`src/rtl/fp_mul_pkg.sv`:
```
// fp_mul_pkg: shared types and constants for the sequenced binary32 multiplier
package fp_mul_pkg;
  localparam int EXP_W = 8;
  localparam int MANT_W = 23;
  localparam int EXP_BIAS = 127;
  localparam logic [31:0] QNAN = 32'h7FC0_0000;
  localparam logic [31:0] POS_INF = 32'h7F80_0000;
  localparam logic [31:0] ZERO = 32'h0000_0000;
  typedef enum logic [2:0] {IDLE, MUL, NORM, RND, DONE} state_t;
  typedef struct packed {
    logic zero;
    logic inf;
    logic nan;
  } fp_class_t;
endpackage

```
`src/rtl/fp_unpack.sv`:
```
// fp_unpack: splits a binary32 into sign, exponent, hidden-bit mantissa (denormals flushed) and class
module fp_unpack
  import fp_mul_pkg::*;
(
  input  logic [EXP_W+MANT_W:0] x,
  output logic                  sign,
  output logic [EXP_W-1:0]      exp,
  output logic [MANT_W:0]       mant,
  output fp_class_t             cls
);
  logic [MANT_W-1:0] frac;
  assign sign = x[EXP_W+MANT_W];
  assign exp = x[EXP_W+MANT_W-1:MANT_W];
  assign frac = x[MANT_W-1:0];
  assign mant = exp != '0 ? {1'b1, frac} : '0;
  assign cls = '{zero: exp == '0, inf: &exp && ~|frac, nan: &exp && |frac};
endmodule

```
`src/rtl/mul_24bit.sv`:
```
// mul_24bit: combinational 24x24 mantissa multiplier
module mul_24bit (
  input  logic [23:0] a,
  input  logic [23:0] b,
  output logic [47:0] p
);
  assign p = a * b;
endmodule

```
`src/rtl/fp_mul_seq_ctrl.sv`:
```
// fp_mul_seq_ctrl: handshaked multi-cycle binary32 multiplier around mul_24bit
// Define FP_MUL_ROUND_NEAREST_EN for round-to-nearest-even (adds an RND cycle); default truncates.
module fp_mul_seq_ctrl
  import fp_mul_pkg::*;
(
  input  logic        clk,
  input  logic        rst_n,
  input  logic        in_valid,
  output logic        in_ready,
  input  logic [31:0] a,
  input  logic [31:0] b,
  output logic        out_valid,
  input  logic        out_ready,
  output logic [31:0] y,
  output logic        flag_ovf,
  output logic        flag_unf,
  output logic        flag_inv,
  output logic        busy
);
  state_t state, nxt;
  logic [31:0] ra, rb;
  logic sa, sb, sign;
  logic [EXP_W-1:0] ea, eb;
  logic [MANT_W:0] ma, mb;
  fp_class_t cla, clb, ca, cb;
  logic [47:0] prod, p;
  logic signed [9:0] e, n_e, f_e;
  logic [MANT_W-1:0] n_mant, f_mant;
  logic [31:0] r_y;
  logic [2:0] r_f, flags;
  fp_unpack u_ua (.x(ra), .sign(sa), .exp(ea), .mant(ma), .cls(cla));
  fp_unpack u_ub (.x(rb), .sign(sb), .exp(eb), .mant(mb), .cls(clb));
  mul_24bit u_mul (.a(ma), .b(mb), .p(prod));
  assign n_mant = p[47] ? p[46:24] : p[45:23];
  assign n_e = p[47] ? e + 10'sd1 : e;
`ifdef FP_MUL_ROUND_NEAREST_EN
  logic [MANT_W-1:0] mant;
  logic guard, sticky, rnd_up, carry;
  assign rnd_up = guard && (sticky || mant[0]);
  assign {carry, f_mant} = {1'b0, mant} + {{MANT_W{1'b0}}, rnd_up};
  assign f_e = e + $signed({9'b0, carry});
`else
  logic unused_lsb;
  assign unused_lsb = ^p[22:0];
  assign f_mant = n_mant;
  assign f_e = n_e;
`endif
  always_comb begin
    r_y = {sign, f_e[EXP_W-1:0], f_mant};
    r_f = 3'b000;
    if (ca.nan || cb.nan || (ca.inf && cb.zero) || (ca.zero && cb.inf)) begin
      r_y = QNAN;
      r_f = 3'b001;
    end else if (ca.inf || cb.inf) r_y = {sign, POS_INF[30:0]};
    else if (ca.zero || cb.zero) r_y = {sign, ZERO[30:0]};
    else if (f_e >= 10'sd255) begin
      r_y = {sign, POS_INF[30:0]};
      r_f = 3'b100;
    end else if (f_e <= 10'sd0) begin
      r_y = {sign, ZERO[30:0]};
      r_f = 3'b010;
    end
  end
  always_comb begin
    nxt = state;
    case (state)
      IDLE: nxt = in_valid ? MUL : IDLE;
      MUL: nxt = NORM;
`ifdef FP_MUL_ROUND_NEAREST_EN
      NORM: nxt = RND;
`else
      NORM: nxt = DONE;
`endif
      RND: nxt = DONE;
      DONE: nxt = out_ready ? IDLE : DONE;
      default: nxt = IDLE;
    endcase
  end
  always_ff @(posedge clk or negedge rst_n) begin
    if (!rst_n) begin
      state <= IDLE;
      ra <= '0;
      rb <= '0;
      p <= '0;
      sign <= 1'b0;
      e <= '0;
      ca <= '0;
      cb <= '0;
      y <= '0;
      flags <= '0;
    end else begin
      state <= nxt;
      if (state == IDLE && in_valid) begin
        ra <= a;
        rb <= b;
      end
      if (state == MUL) begin
        p <= prod;
        sign <= sa ^ sb;
        e <= $signed({2'b0, ea}) + $signed({2'b0, eb}) - 10'(EXP_BIAS);
        ca <= cla;
        cb <= clb;
      end
`ifdef FP_MUL_ROUND_NEAREST_EN
      if (state == NORM) e <= n_e;
      if (state == RND) begin
`else
      if (state == NORM) begin
`endif
        y <= r_y;
        flags <= r_f;
      end
    end
  end
`ifdef FP_MUL_ROUND_NEAREST_EN
  always_ff @(posedge clk or negedge rst_n) begin
    if (!rst_n) begin
      mant <= '0;
      guard <= 1'b0;
      sticky <= 1'b0;
    end else if (state == NORM) begin
      mant <= n_mant;
      guard <= p[47] ? p[23] : p[22];
      sticky <= p[47] ? |p[22:0] : |p[21:0];
    end
  end
`endif
  assign {flag_ovf, flag_unf, flag_inv} = flags;
  assign in_ready = state == IDLE;
  assign out_valid = state == DONE;
  assign busy = state != IDLE;
endmodule

```
`config.mk`:
```
export PLATFORM = sky130hd
export DESIGN_NAME = fp_mul_seq_ctrl
export DESIGN_NICKNAME = d
export VERILOG_FILES = /design/src/rtl/fp_mul_pkg.sv /design/src/rtl/fp_unpack.sv /design/src/rtl/mul_24bit.sv /design/src/rtl/fp_mul_seq_ctrl.sv
export SDC_FILE = /design/constraint.sdc
export NUM_CORES = 2
export LEC_CHECK = 0
export ABC_CLOCK_PERIOD_IN_PS = 10350
export CAP_MARGIN = 20
export CORE_UTILIZATION = 55
export DETAILED_ROUTE_END_ITERATION = 12
export PLACE_DENSITY = 0.73
export SLEW_MARGIN = 20
export SYNTH_ARGS = -nofsm -noshare
export SYNTH_HDL_FRONTEND = slang
export SYNTH_SLANG_ARGS = --single-unit
export TNS_END_PERCENT = 20
```
`constraint.sdc`:
```
create_clock -name clk -period 10.35 [get_ports clk]
set_clock_uncertainty 0.15 [all_clocks]
set_input_delay 2.07 -clock clk [delete_from_list [all_inputs] [get_ports clk]]
set_output_delay 2.07 -clock clk [all_outputs]
set_load 0.01 [all_outputs]
```
==> run summary <==
The run finished with clean final reports. The remaining global-route overflow is 0. The critical path is of the reg2reg type. Setup violations remaining at the end of the flow were counted as 0. The accumulated negative setup slack is 0 ns. The arrival time of the worst setup path came out at 9.26 ns. The worst path needs 8.99 ns of the cycle, external delays included. The global-route wire length before repair is 118 mm. For this configuration, the core starts out at a cell density of 56.0%.

The layout overhead on the synthesized area came out at 8.57%. Setup repair after global routing left no endpoint under its margin. The mean post-synth cell area came out at 9.14 um^2. In the global route stage, overall resource usage came out at 33.1%. The clock passes through at most 2 buffers. The number of enable flip-flop cells after synthesis came out at 0. The clock-pin slew on the worst setup and hold paths is 0.09 ns. The count of max-cap constraint violations is 0.

The synthesized design contains 144 register bits. The number of routed nets with antenna violations is 0. In this run the horizontal extent of the chip is 217 um. TritonCTS built the clock tree.

The number of hold-repair buffers added at the cts stage is 0. The final worst setup slack is 1.36 ns. The port buffer count is 105. The met1 usage is 42.1%. The arithmetic-cell share of the synthesized area counting full adders, half adders and majority gates is 46.9%. The count of warnings emitted by yosys is 0. The post-route DRC violation count is 0. The number of rows in the core area is 78.

The worst hold path belongs to the class reg2reg. Leaving out fill and tap cells, the most frequent cell in the layout is inv_1. The top cell types in the final layout, fill and taps aside, are 587 x inv_1, 482 x fa_1, 392 x nand2_1, 241 x and2_1, 186 x ha_1. After synthesis, the cell types taking the most area are fa_1 38%, dfrtp_1 14%, ha_1 9.1%. The final RePlAce weighted congestion is 0.955. The number of pins exceeding their max-slew limit in the final report is 0.

The post-cts resize count is 0. The wire length per cell after detailed routing came out at 21.4 um. The tightest slew margin relative to the limit is 25.0%. In the synthesized netlist the dominant register cell turns out to be dfrtp_1. The final hold violation count is 0. The worst setup path is captured at a register. The ratio of routed vias to standard cells is 5.79. The number of vias in the routed layout came out at 19786. The total standard cell area after synthesis is 25500 um^2. The maximum number of pins on one net before global-route repair came out at 90.

For this run, the detailed router's first-pass iteration total came to 5. At the pin with the least slew margin, the transition time is 1.12 ns. TritonCTS created 17 clock buffers.

The simple-gate area share of the yosys netlist is 17.0%. For this design, the sink count on the clock tree is 144. The number of levels in the clock H-tree came out at 4. Global routing used 53.9% of the available met2 tracks.

After clock tree synthesis, the setup repair step added 0 buffers. After synthesis, the largest family of logic cells by area is adder cells. The count of nets after finishing came out at 3539. The final wirelength came out at 73.2 mm. The share of synthesized area in the top cell type comes to 37.8%. The distinct cell type count after synthesis is 71. fa_1 takes more of the synthesized area than any other cell.

After synthesis, the share of cell area in mux cells is 3.60%. The post-synth net total is 3528. The proportion of synthesized flip-flops having asynchronous set or reset is 100%. The share of post-route cells with drive strength above 1 came out at 5.79%. For this run, global-route usage on met3 was measured as 6.47%. STA puts the critical path data required time at 10.62 ns. The standard cell core area came out at 45600 um^2. At the placement stage, the worst setup path has a slack of 1.33 ns. The worst setup path is launched from a register. The via count of the first global-routing pass came out at 21439. The worst-skew pair later-pin latency is 0.49 ns. The number of DRC markers after the initial detailed-route iteration came out at 1780. After legalization and detailed placement, the total HPWL measured 55.5 mm.

The sequential-to-total area share from yosys stat is 14.1%. The xor/xnor share of the synthesized area came out at 1.24%. The fill cell instance count of the final layout came out at 3868. The post-route fraction of the period consumed by the critical path came out at 86.8%.

The full die area came out at 47300 um^2. The most heavily used metal layer in global routing is met2. The instance count of the mapped netlist is 2792. The vertical extent of the die came out at 217 um.

106 I/O pins were placed. The number of antenna violations at the first check in global routing came out at 8. The fraction of the mapped netlist area in compound gates came out at 6.17%.

The maximum fanout encountered on the critical timing path came out at 33. The maximum clock rate is 111 MHz. The root buffer cell chosen for the clock tree is clkbuf_16.
-- kinds of logic after synthesis --
family	Yosys count
simple gates	871
fa+ha+maj	668
mux	84
xor+xnor	36
compound gates	248
flops	144
buf+inv	741
-- Yosys cell counts (4+ instances only) --
cell / number
mux2i_1: 22
a211o_1: 4
nand3_1: 40
dfrtp_1: 144
inv_1: 587
and2_1: 242
nand2_1: 393
o21bai_1: 16
nor4_1: 22
ha_1: 186
buf_2: 5
clkbuf_1: 132
and3_1: 60
or3_1: 6
o21ai_0: 66
xnor2_1: 25
fa_1: 482
a21oi_1: 62
xor2_1: 11
o21a_1: 7
nand4_1: 19
buf_1: 13
o21ai_1: 25
a21o_1: 15
o211ai_1: 5
a211oi_1: 4
nor2_1: 46
a31oi_1: 8
nor3_1: 18
mux2_2: 62
o31ai_1: 4
-- layer usage --
metal	up-vias	part of all wire, %
met2	879	48
met4	6	5.4
met1	10113	39
li1	8540	-
met3	248	8.3
met5	-	0.051
-- state kept, by name (all words and copies together), names as in the netlist --
register,flops
ca,3
cb,3
ra,32
y,32
e,10
state,3
rb,32
flags,3
sign,1
p,25
-- worst paths after layout --
kind                                          from                end  slack [ns]  cells after the start
worst max-delay path            rb[26]$_DFFE_PN0P_  p[42]$_DFFE_PN0P_        1.36                     24
worst min-delay path             y[11]$_DFFE_PN0P_  y[11]$_DFFE_PN0P_        0.34                      2
worst max register to register  rb[26]$_DFFE_PN0P_  p[42]$_DFFE_PN0P_        1.36                     24
worst min register to register   y[11]$_DFFE_PN0P_  y[11]$_DFFE_PN0P_        0.34                      2
max in group asynchronous                    rst_n  rb[6]$_DFFE_PN0P_        7.10                      2
min in group asynchronous                    rst_n  p[43]$_DFFE_PN0P_        1.50                      1
-- stage by stage --
stage,instance area [um^2],instances,utilization (%),hold slack [ns]
floorplan,25500,2792,-,0.294
global placement,27000,3383,59.3,0.317
detailed placement,27000,3383,59.3,0.329
CTS,27700,3415,60.7,0.343
global route,27700,3417,60.8,0.369
finish,27700,3420,60.8,0.338
-- area by class of cell --
| cell class | count | area [um^2] | area share (%) |
|---|---|---|---|
| repair buffers | 145 | 1360 | 4.91 |
| clock buffers | 17 | 425 | 1.54 |
| flip-flops and latches | 144 | 3600 | 13.0 |
| well taps | 600 | 751 | 2.71 |
| multi-input cells | 1907 | 19100 | 69.0 |
| inverters | 588 | 2210 | 7.97 |
| diodes | 4 | 10.0 | 0.0361 |
| clock inverters | 15 | 223 | 0.804 |
-- worst max-delay path, stage by stage, from the launching register on --
cell and delay (ns):
dfrtp_1 0.42, nor4_1 0.33, nand2_1 0.65, and3_1 0.86, and2_1 0.38, fa_1 0.52
fa_1 0.56, inv_1 0.06, fa_1 0.50, fa_1 0.53, inv_1 0.06, fa_1 0.50
fa_1 0.49, inv_1 0.05, fa_1 0.48, inv_1 0.04, ha_1 0.32, a21oi_2 0.18
o21ai_0 0.19, a31oi_1 0.22, a31oi_1 0.22, or3_4 0.47, a31o_2 0.26, a211o_1 0.30
a31oi_1 0.16
Power is left out: the tool's default activity adds up to more than one toggle a clock period on the data nets, which glitch-free logic cannot reach.
